File: config.mk
export PLATFORM = sky130hd
export DESIGN_NAME = uart_cfg_sequencer
export DESIGN_NICKNAME = d
export VERILOG_FILES = /design/src/rtl/uart_cfg_sequencer_pkg.sv /design/src/rtl/uart_cfg_sequencer_apb_master_if.sv /design/src/rtl/uart_cfg_sequencer.sv
export SDC_FILE = /design/constraint.sdc
export NUM_CORES = 1
export LEC_CHECK = 0
export ABC_AREA = 1
export CORE_MARGIN = 4
export CORE_UTILIZATION = 40
export CTS_BUF_LIST = sky130_fd_sc_hd__clkbuf_4 sky130_fd_sc_hd__clkbuf_8 sky130_fd_sc_hd__clkbuf_16
export CTS_CLUSTER_DIAMETER = 30
export DETAILED_ROUTE_END_ITERATION = 6
export PLACE_DENSITY = 0.76
export SLEW_MARGIN = 10
export SYNTH_ARGS = -nofsm -noshare
export SYNTH_HDL_FRONTEND = slang
export SYNTH_SLANG_ARGS = --single-unit
export TNS_END_PERCENT = 30
File: constraint.sdc
create_clock -name clk -period 1.9 [get_ports clk]
set_input_delay 0.19 -clock clk [delete_from_list [all_inputs] [get_ports clk]]
set_output_delay 0.19 -clock clk [all_outputs]
set_load 0.01 [all_outputs]
File: src/rtl/uart_cfg_sequencer_pkg.sv
// Shared constants for the UART configuration sequencer: register map,
// APB master state encoding and the default PREADY timeout.
package uart_cfg_sequencer_pkg;

  localparam int DEFAULT_TIMEOUT_CYCLES = 16;

  // UART register addresses written by the configuration sequence
  localparam logic [31:0] ADDR_DLL = 32'h0000_0001;
  localparam logic [31:0] ADDR_DLH = 32'h0000_0002;
  localparam logic [31:0] ADDR_LCR = 32'h0000_0003;
  localparam logic [31:0] ADDR_IER = 32'h0000_0004;

  localparam int          CFG_WRITES   = 4;
  localparam logic [1:0]  CFG_LAST_IDX = 2'd3;

  // APB master states; the plain constants keep older code compiling
  typedef enum logic [1:0] {
    APB_IDLE   = 2'd0,
    APB_SETUP  = 2'd1,
    APB_ACCESS = 2'd2
  } apb_state_e;

  localparam logic [1:0] ST_IDLE   = APB_IDLE;
  localparam logic [1:0] ST_SETUP  = APB_SETUP;
  localparam logic [1:0] ST_ACCESS = APB_ACCESS;

  // Address of the n-th register in the configuration write order
  function automatic logic [31:0] cfg_reg_addr(input logic [1:0] idx);
    case (idx)
      2'd0:    return ADDR_DLL;
      2'd1:    return ADDR_DLH;
      2'd2:    return ADDR_LCR;
      default: return ADDR_IER;
    endcase
  endfunction

endpackage

File: src/rtl/uart_cfg_sequencer_apb_master_if.sv
// Single-transfer APB master: SETUP/ACCESS sequencing with a PREADY timeout.
// A new request may be launched from IDLE or on the completion edge of the
// current transfer, which lets the caller chain transfers back to back.
module apb_master_if
  import uart_cfg_sequencer_pkg::*;
#(
  parameter int TIMEOUT_CYCLES = DEFAULT_TIMEOUT_CYCLES
) (
  input  logic        clk,
  input  logic        rst_n,
  input  logic        req_valid,
  input  logic        req_write,
  input  logic [31:0] req_addr,
  input  logic [31:0] req_wdata,
  output logic        idle,
  output logic        xfer_end,
  output logic        xfer_err,
  output logic [31:0] xfer_rdata,
  output logic        PSEL,
  output logic        PENABLE,
  output logic        PWRITE,
  output logic [31:0] PADDR,
  output logic [31:0] PWDATA,
  input  logic [31:0] PRDATA,
  input  logic        PREADY,
  input  logic        PSLVERR
);

  localparam int CW = $clog2(TIMEOUT_CYCLES + 1);

  logic [1:0]    state_reg, state_next;
  logic [CW-1:0] wait_cnt_reg;
  logic          in_access, timeout_hit, launch;

  assign idle        = (state_reg == ST_IDLE);
  assign in_access   = (state_reg == ST_ACCESS);
  // The last permitted wait cycle is the abort edge
  assign timeout_hit = in_access && !PREADY && (wait_cnt_reg == CW'(TIMEOUT_CYCLES - 1));
  assign xfer_end    = in_access && (PREADY || timeout_hit);
  assign xfer_err    = in_access && ((PREADY && PSLVERR) || timeout_hit);
  assign xfer_rdata  = PRDATA;
  assign launch      = req_valid && (idle || xfer_end);

  assign PSEL    = (state_reg != ST_IDLE);
  assign PENABLE = in_access;

  // Next-state selection for the SETUP/ACCESS handshake
  always_comb begin
    state_next = state_reg;
    case (state_reg)
      ST_IDLE:   if (launch) state_next = ST_SETUP;
      ST_SETUP:  state_next = ST_ACCESS;
      ST_ACCESS: if (xfer_end) state_next = launch ? ST_SETUP : ST_IDLE;
      default:   state_next = ST_IDLE;
    endcase
  end

  // State, wait counter and request capture (held stable until completion)
  always_ff @(posedge clk or negedge rst_n) begin
    if (!rst_n) begin
      state_reg    <= ST_IDLE;
      wait_cnt_reg <= '0;
      PWRITE       <= 1'b0;
      PADDR        <= '0;
      PWDATA       <= '0;
    end else begin
      state_reg <= state_next;
      if (in_access && !xfer_end) wait_cnt_reg <= wait_cnt_reg + CW'(1);
      else                        wait_cnt_reg <= '0;
      if (launch) begin
        PWRITE <= req_write;
        PADDR  <= req_addr;
        PWDATA <= req_wdata;
      end
    end
  end

endmodule

File: src/rtl/uart_cfg_sequencer.sv
// UART configuration sequencer with host pass-through. Writes DLL, DLH, LCR
// and IER back to back over APB when cfg_start is accepted; otherwise serves
// single host transfers. The configuration sequence has priority and cannot
// be interrupted by the host once it has started.
module uart_cfg_sequencer
  import uart_cfg_sequencer_pkg::*;
#(
  parameter int TIMEOUT_CYCLES = DEFAULT_TIMEOUT_CYCLES
) (
  input  logic        clk,
  input  logic        rst_n,
  input  logic        cfg_start,
  input  logic [7:0]  cfg_dll,
  input  logic [7:0]  cfg_dlh,
  input  logic [7:0]  cfg_lcr,
  input  logic [7:0]  cfg_ier,
  output logic        cfg_busy,
  output logic        cfg_done,
  output logic        cfg_err,
  input  logic        host_req,
  input  logic        host_write,
  input  logic [31:0] host_addr,
  input  logic [31:0] host_wdata,
  output logic        host_ack,
  output logic        host_err,
  output logic [31:0] host_rdata,
  output logic        PSEL,
  output logic        PENABLE,
  output logic        PWRITE,
  output logic [31:0] PADDR,
  output logic [31:0] PWDATA,
  input  logic [31:0] PRDATA,
  input  logic        PREADY,
  input  logic        PSLVERR
);

  logic        m_idle, xfer_end, xfer_err;
  logic [31:0] xfer_rdata;
  logic        req_valid, req_write;
  logic [31:0] req_addr, req_wdata;
  logic        cfg_accept, cfg_chain, host_launch;
  logic        cfg_busy_reg, cfg_done_reg, cfg_err_reg;
  logic [1:0]  cfg_idx_reg, next_idx;
  logic [31:0] cfg_pack;
  logic [7:0]  cfg_in      [CFG_WRITES];
  logic [7:0]  cfg_val_reg [CFG_WRITES];
  logic        host_active_reg, host_ack_reg, host_err_reg;
  logic [31:0] host_rdata_reg;

  // Slot n of the value array holds the data for the n-th write
  assign cfg_pack = {cfg_ier, cfg_lcr, cfg_dlh, cfg_dll};
  for (genvar gi = 0; gi < CFG_WRITES; gi++) begin : g_cfg_in
    assign cfg_in[gi] = cfg_pack[8*gi +: 8];
  end

  assign next_idx    = cfg_idx_reg + 2'd1;
  assign cfg_accept  = cfg_start && m_idle && !cfg_busy_reg;
  assign cfg_chain   = cfg_busy_reg && xfer_end && !xfer_err && (cfg_idx_reg != CFG_LAST_IDX);
  // host_ack_reg blocks the IDLE cycle in which the host still holds host_req
  assign host_launch = host_req && m_idle && !cfg_busy_reg && !cfg_accept && !host_ack_reg;

  // Request selection: first config write, next config write, or host transfer
  always_comb begin
    req_valid = 1'b0;
    req_write = 1'b1;
    req_addr  = '0;
    req_wdata = '0;
    if (cfg_accept) begin
      req_valid = 1'b1;
      req_addr  = ADDR_DLL;
      req_wdata = {24'd0, cfg_dll};
    end else if (cfg_chain) begin
      req_valid = 1'b1;
      req_addr  = cfg_reg_addr(next_idx);
      req_wdata = {24'd0, cfg_val_reg[next_idx]};
    end else if (host_launch) begin
      req_valid = 1'b1;
      req_write = host_write;
      req_addr  = host_addr;
      req_wdata = host_wdata;
    end
  end

  // Configuration sequence: latch values, step the write index, report done/err
  always_ff @(posedge clk or negedge rst_n) begin
    if (!rst_n) begin
      cfg_busy_reg <= 1'b0;
      cfg_done_reg <= 1'b0;
      cfg_err_reg  <= 1'b0;
      cfg_idx_reg  <= '0;
      for (int i = 0; i < CFG_WRITES; i++) cfg_val_reg[i] <= '0;
    end else begin
      cfg_done_reg <= 1'b0;
      if (cfg_accept) begin
        cfg_busy_reg <= 1'b1;
        cfg_err_reg  <= 1'b0;
        cfg_idx_reg  <= '0;
        for (int i = 0; i < CFG_WRITES; i++) cfg_val_reg[i] <= cfg_in[i];
      end else if (cfg_busy_reg && xfer_end) begin
        if (xfer_err || cfg_idx_reg == CFG_LAST_IDX) begin
          cfg_busy_reg <= 1'b0;
          cfg_done_reg <= 1'b1;
          if (xfer_err) cfg_err_reg <= 1'b1;
        end else begin
          cfg_idx_reg <= next_idx;
        end
      end
    end
  end

  // Host transfer tracking: ack one cycle after completion, read data on success
  always_ff @(posedge clk or negedge rst_n) begin
    if (!rst_n) begin
      host_active_reg <= 1'b0;
      host_ack_reg    <= 1'b0;
      host_err_reg    <= 1'b0;
      host_rdata_reg  <= '0;
    end else begin
      host_ack_reg <= 1'b0;
      host_err_reg <= 1'b0;
      if (host_launch) begin
        host_active_reg <= 1'b1;
      end else if (host_active_reg && xfer_end) begin
        host_active_reg <= 1'b0;
        host_ack_reg    <= 1'b1;
        host_err_reg    <= xfer_err;
        if (!PWRITE && !xfer_err) host_rdata_reg <= xfer_rdata;
      end
    end
  end

  assign cfg_busy   = cfg_busy_reg;
  assign cfg_done   = cfg_done_reg;
  assign cfg_err    = cfg_err_reg;
  assign host_ack   = host_ack_reg;
  assign host_err   = host_err_reg;
  assign host_rdata = host_rdata_reg;

  apb_master_if #(
    .TIMEOUT_CYCLES(TIMEOUT_CYCLES)
  ) u_apb (
    .clk       (clk),
    .rst_n     (rst_n),
    .req_valid (req_valid),
    .req_write (req_write),
    .req_addr  (req_addr),
    .req_wdata (req_wdata),
    .idle      (m_idle),
    .xfer_end  (xfer_end),
    .xfer_err  (xfer_err),
    .xfer_rdata(xfer_rdata),
    .PSEL      (PSEL),
    .PENABLE   (PENABLE),
    .PWRITE    (PWRITE),
    .PADDR     (PADDR),
    .PWDATA    (PWDATA),
    .PRDATA    (PRDATA),
    .PREADY    (PREADY),
    .PSLVERR   (PSLVERR)
  );

endmodule
==> impl_metrics.env <==
export IMPL_drc=0
export IMPL_postLayoutCellArea_um2=10140
export IMPL_crit_type="register to output port"
export IMPL_start_kind="register"
export IMPL_core_um2=15890
export IMPL_synth_commonest_cells="281 x nand2_1, 144 x dfrtp_1, 71 x inv_1"
export IMPL_cp_end_kind="output port"
export IMPL_yosysSeqAreaShare=0.5567
export IMPL_synthCells=740
export IMPL_hpwl_mm=12.91
export IMPL_ys_warn_count=0
export IMPL_maxCapViolCount=0
export IMPL_synthArstFlopShare=1.000
export IMPL_port_buffers=238
export IMPL_slew_headroom=0.7038
export IMPL_grt_pass1_vias=5544
export IMPL_whs_ps=283.8
export IMPL_antenna_found_initial=0
export IMPL_drt_iter0_drc=235
export IMPL_antenna_left=0
export IMPL_place_area_um2=9160
export IMPL_setup_ws_ps=8.170
export IMPL_grt_max_degree=59
export IMPL_cts_tree="built"
export IMPL_vias=5711
export IMPL_required_ps=1710
export IMPL_synth_cell_types=32
export IMPL_drv_slew=0
export IMPL_clk_latency_ps=420
export IMPL_wl_per_cell_um=15.27
export IMPL_routabilityCongestion=0.7787
export IMPL_final_min_clock_period_ps=1892
export IMPL_fin_nets=1133
export IMPL_yosys_area_top_type="dfrtp_1"
export IMPL_wl_mm=18.67
export IMPL_r2r_end="u_apb.PWDATA[4]"
export IMPL_finalCritPeriodShare=0.9957
export IMPL_r2r_slack_ps=20
export IMPL_fmax_mhz=528.6
export IMPL_start_util=0.4075
export IMPL_netlist_area_um2=6472
export IMPL_outcome="finished, final reports clean"
export IMPL_synth_edff_count=0
export IMPL_finalNonFillerCells=1223
export IMPL_worstPathArrival_ps=1700
export IMPL_drive_gt1_frac=0.1380
export IMPL_drtPass1Iterations=5
export IMPL_globalRouteOverflowTotal=0
export IMPL_hold_path_class="input pin to asynchronous set/reset pin"
export IMPL_power_density_nw_per_um2=1346
export IMPL_rows=46
export IMPL_vdd_drop_max_mv=0.6317
export IMPL_cts_root_buf="clkbuf_16"
export IMPL_netlist_area_leader_share=0.5567
export IMPL_cp_max_fo=6
export IMPL_viasPerCell=4.670
export IMPL_grt_pass1_wl_mm=28.39
export IMPL_clock_skew_ps=8.199
export IMPL_numCtsBuffers=17
export IMPL_hold_violations=0
export IMPL_tightest_slew_ps=444.3
export IMPL_post_place_cells=1179
export IMPL_fillCellCount=1349
export IMPL_synthFlopType="dfrtp_1"
export IMPL_synth_area_leaders="dfrtp_1 56%, nand2_1 16%, nand3_2 4.8%"
export IMPL_synth_avg_cell_area_um2=8.747
export IMPL_track_usage=0.1954
export IMPL_synth_most_common_cell="nand2_1"
export IMPL_rsz0062_at_grt="true"
export IMPL_utilization=0.6382
export IMPL_post_place_ws_ps=-1.443
export IMPL_clk_pin_slew_ps=60
export IMPL_die_x_um=135.2
export IMPL_area_delta_synth_final_pct=56.64
export IMPL_die_area_um2=18280
export IMPL_reg2reg_from="u_apb.wait_cnt_reg[0]"
export IMPL_ys_ff_latch=144
export IMPL_setup_viol=0
export IMPL_dieHeight_um=135.2
export IMPL_crit_end="PENABLE"
export IMPL_cts_max_level=4
export IMPL_clk_path_buf_depth=2
export IMPL_antenna_cells=0
export IMPL_p_leak_nw=4.924
export IMPL_syn_num_nets=879
export IMPL_rr_worst_depth=13
export IMPL_clock_sinks=144
export IMPL_startpoint="u_apb.state_reg[0]"
export IMPL_pin_count=239
[how the worst min path moves through the flow]
stage	startpoint	end	slack, ps	depth (start not counted)
final	rst_n	u_apb.PADDR[16]	280	2
after global routing	host_wdata[28]	u_apb.PWDATA[28]	300	3
after CTS	rst_n	u_apb.PADDR[19]	280	2
after detailed placement	rst_n	u_apb.PADDR[19]	150	1
after global placement	rst_n	u_apb.PADDR[19]	150	1
after floorplan	rst_n	cfg_busy	-110	0
[critical path: stages (launching register included)]
cell and delay, ps:
dfrtp_1 470, nor2_8 240, clkdlybuf4s50_1 580
[report_power, final]
group | internal [mW] | switching, mW
logic | 2.73 | 2.60
clock network | 2.23 | 1.30
registers | 4.16 | 0.619
[timing repair]
action,4_1_cts,5_1_grt
hold buffers,1,0
hold endpoints to repair,43,0
resized for setup,1,36
buffers inserted,0,3
setup endpoints to repair,8,100
pin swaps,2,15
gates cloned,0,8
[routing by layer]
| metal | GRT usage | up-vias | routed length, um |
|---|---|---|---|
| met5 | 0 | - | 0 |
| met4 | 0.06271 | 0 | 289 |
| met3 | 0.04643 | 21 | 1240 |
| met2 | 0.3233 | 178 | 9317 |
| met1 | 0.2549 | 2707 | 7824 |
| li1 | - | 2805 | - |
[area by class of cell]
cell class | instances | area (um^2) | area share
clock inverter | 14 | 188.9 | 0.01864
inverter | 75 | 281.5 | 0.02777
timing repair buffer | 272 | 2893 | 0.2853
tap | 216 | 270.3 | 0.02666
sequential | 144 | 3603 | 0.3554
multi-input combinational | 484 | 2462 | 0.2429
clock buffer | 18 | 439.2 | 0.04332
[through the flow]
step	power (mW)	TNS [ps]
2_1_floorplan	7.250	0
3_3_place_gp	9.710	0
3_5_place_dp	9.865	-1.443
4_1_cts	13.45	-62.40
5_1_grt	14.60	-3657
6_report	13.65	0
[cells by family after synthesis]
group | count (synthesis) | share of synthesized area
AND/OR/NAND/NOR | 415 | 0.2946
XOR/XNOR | 1 | 0.001353
AO/OA/AOI/OAI | 63 | 0.05413
adder cells (fa/ha/maj) | 4 | 0.007733
flip-flops | 144 | 0.5567
buffers and inverters | 113 | 0.08544
[layout by cell type (no fill, tap or decap), drive strengths merged]
cell	count
clkbuf	23
a21oi	3
bufinv	4
o21ai	57
nor2	42
clkdlybuf4s50	237
nand2	288
dfrtp	144
buf	29
dlygate4sd3	1
clkinv	7
nor3	1
nand3	84
o211ai	2
nor3b	1
xor2	1
ha	4
clkinvlp	3
inv	75
o21a	1
Note: power is estimated with default switching activity, not from simulation.
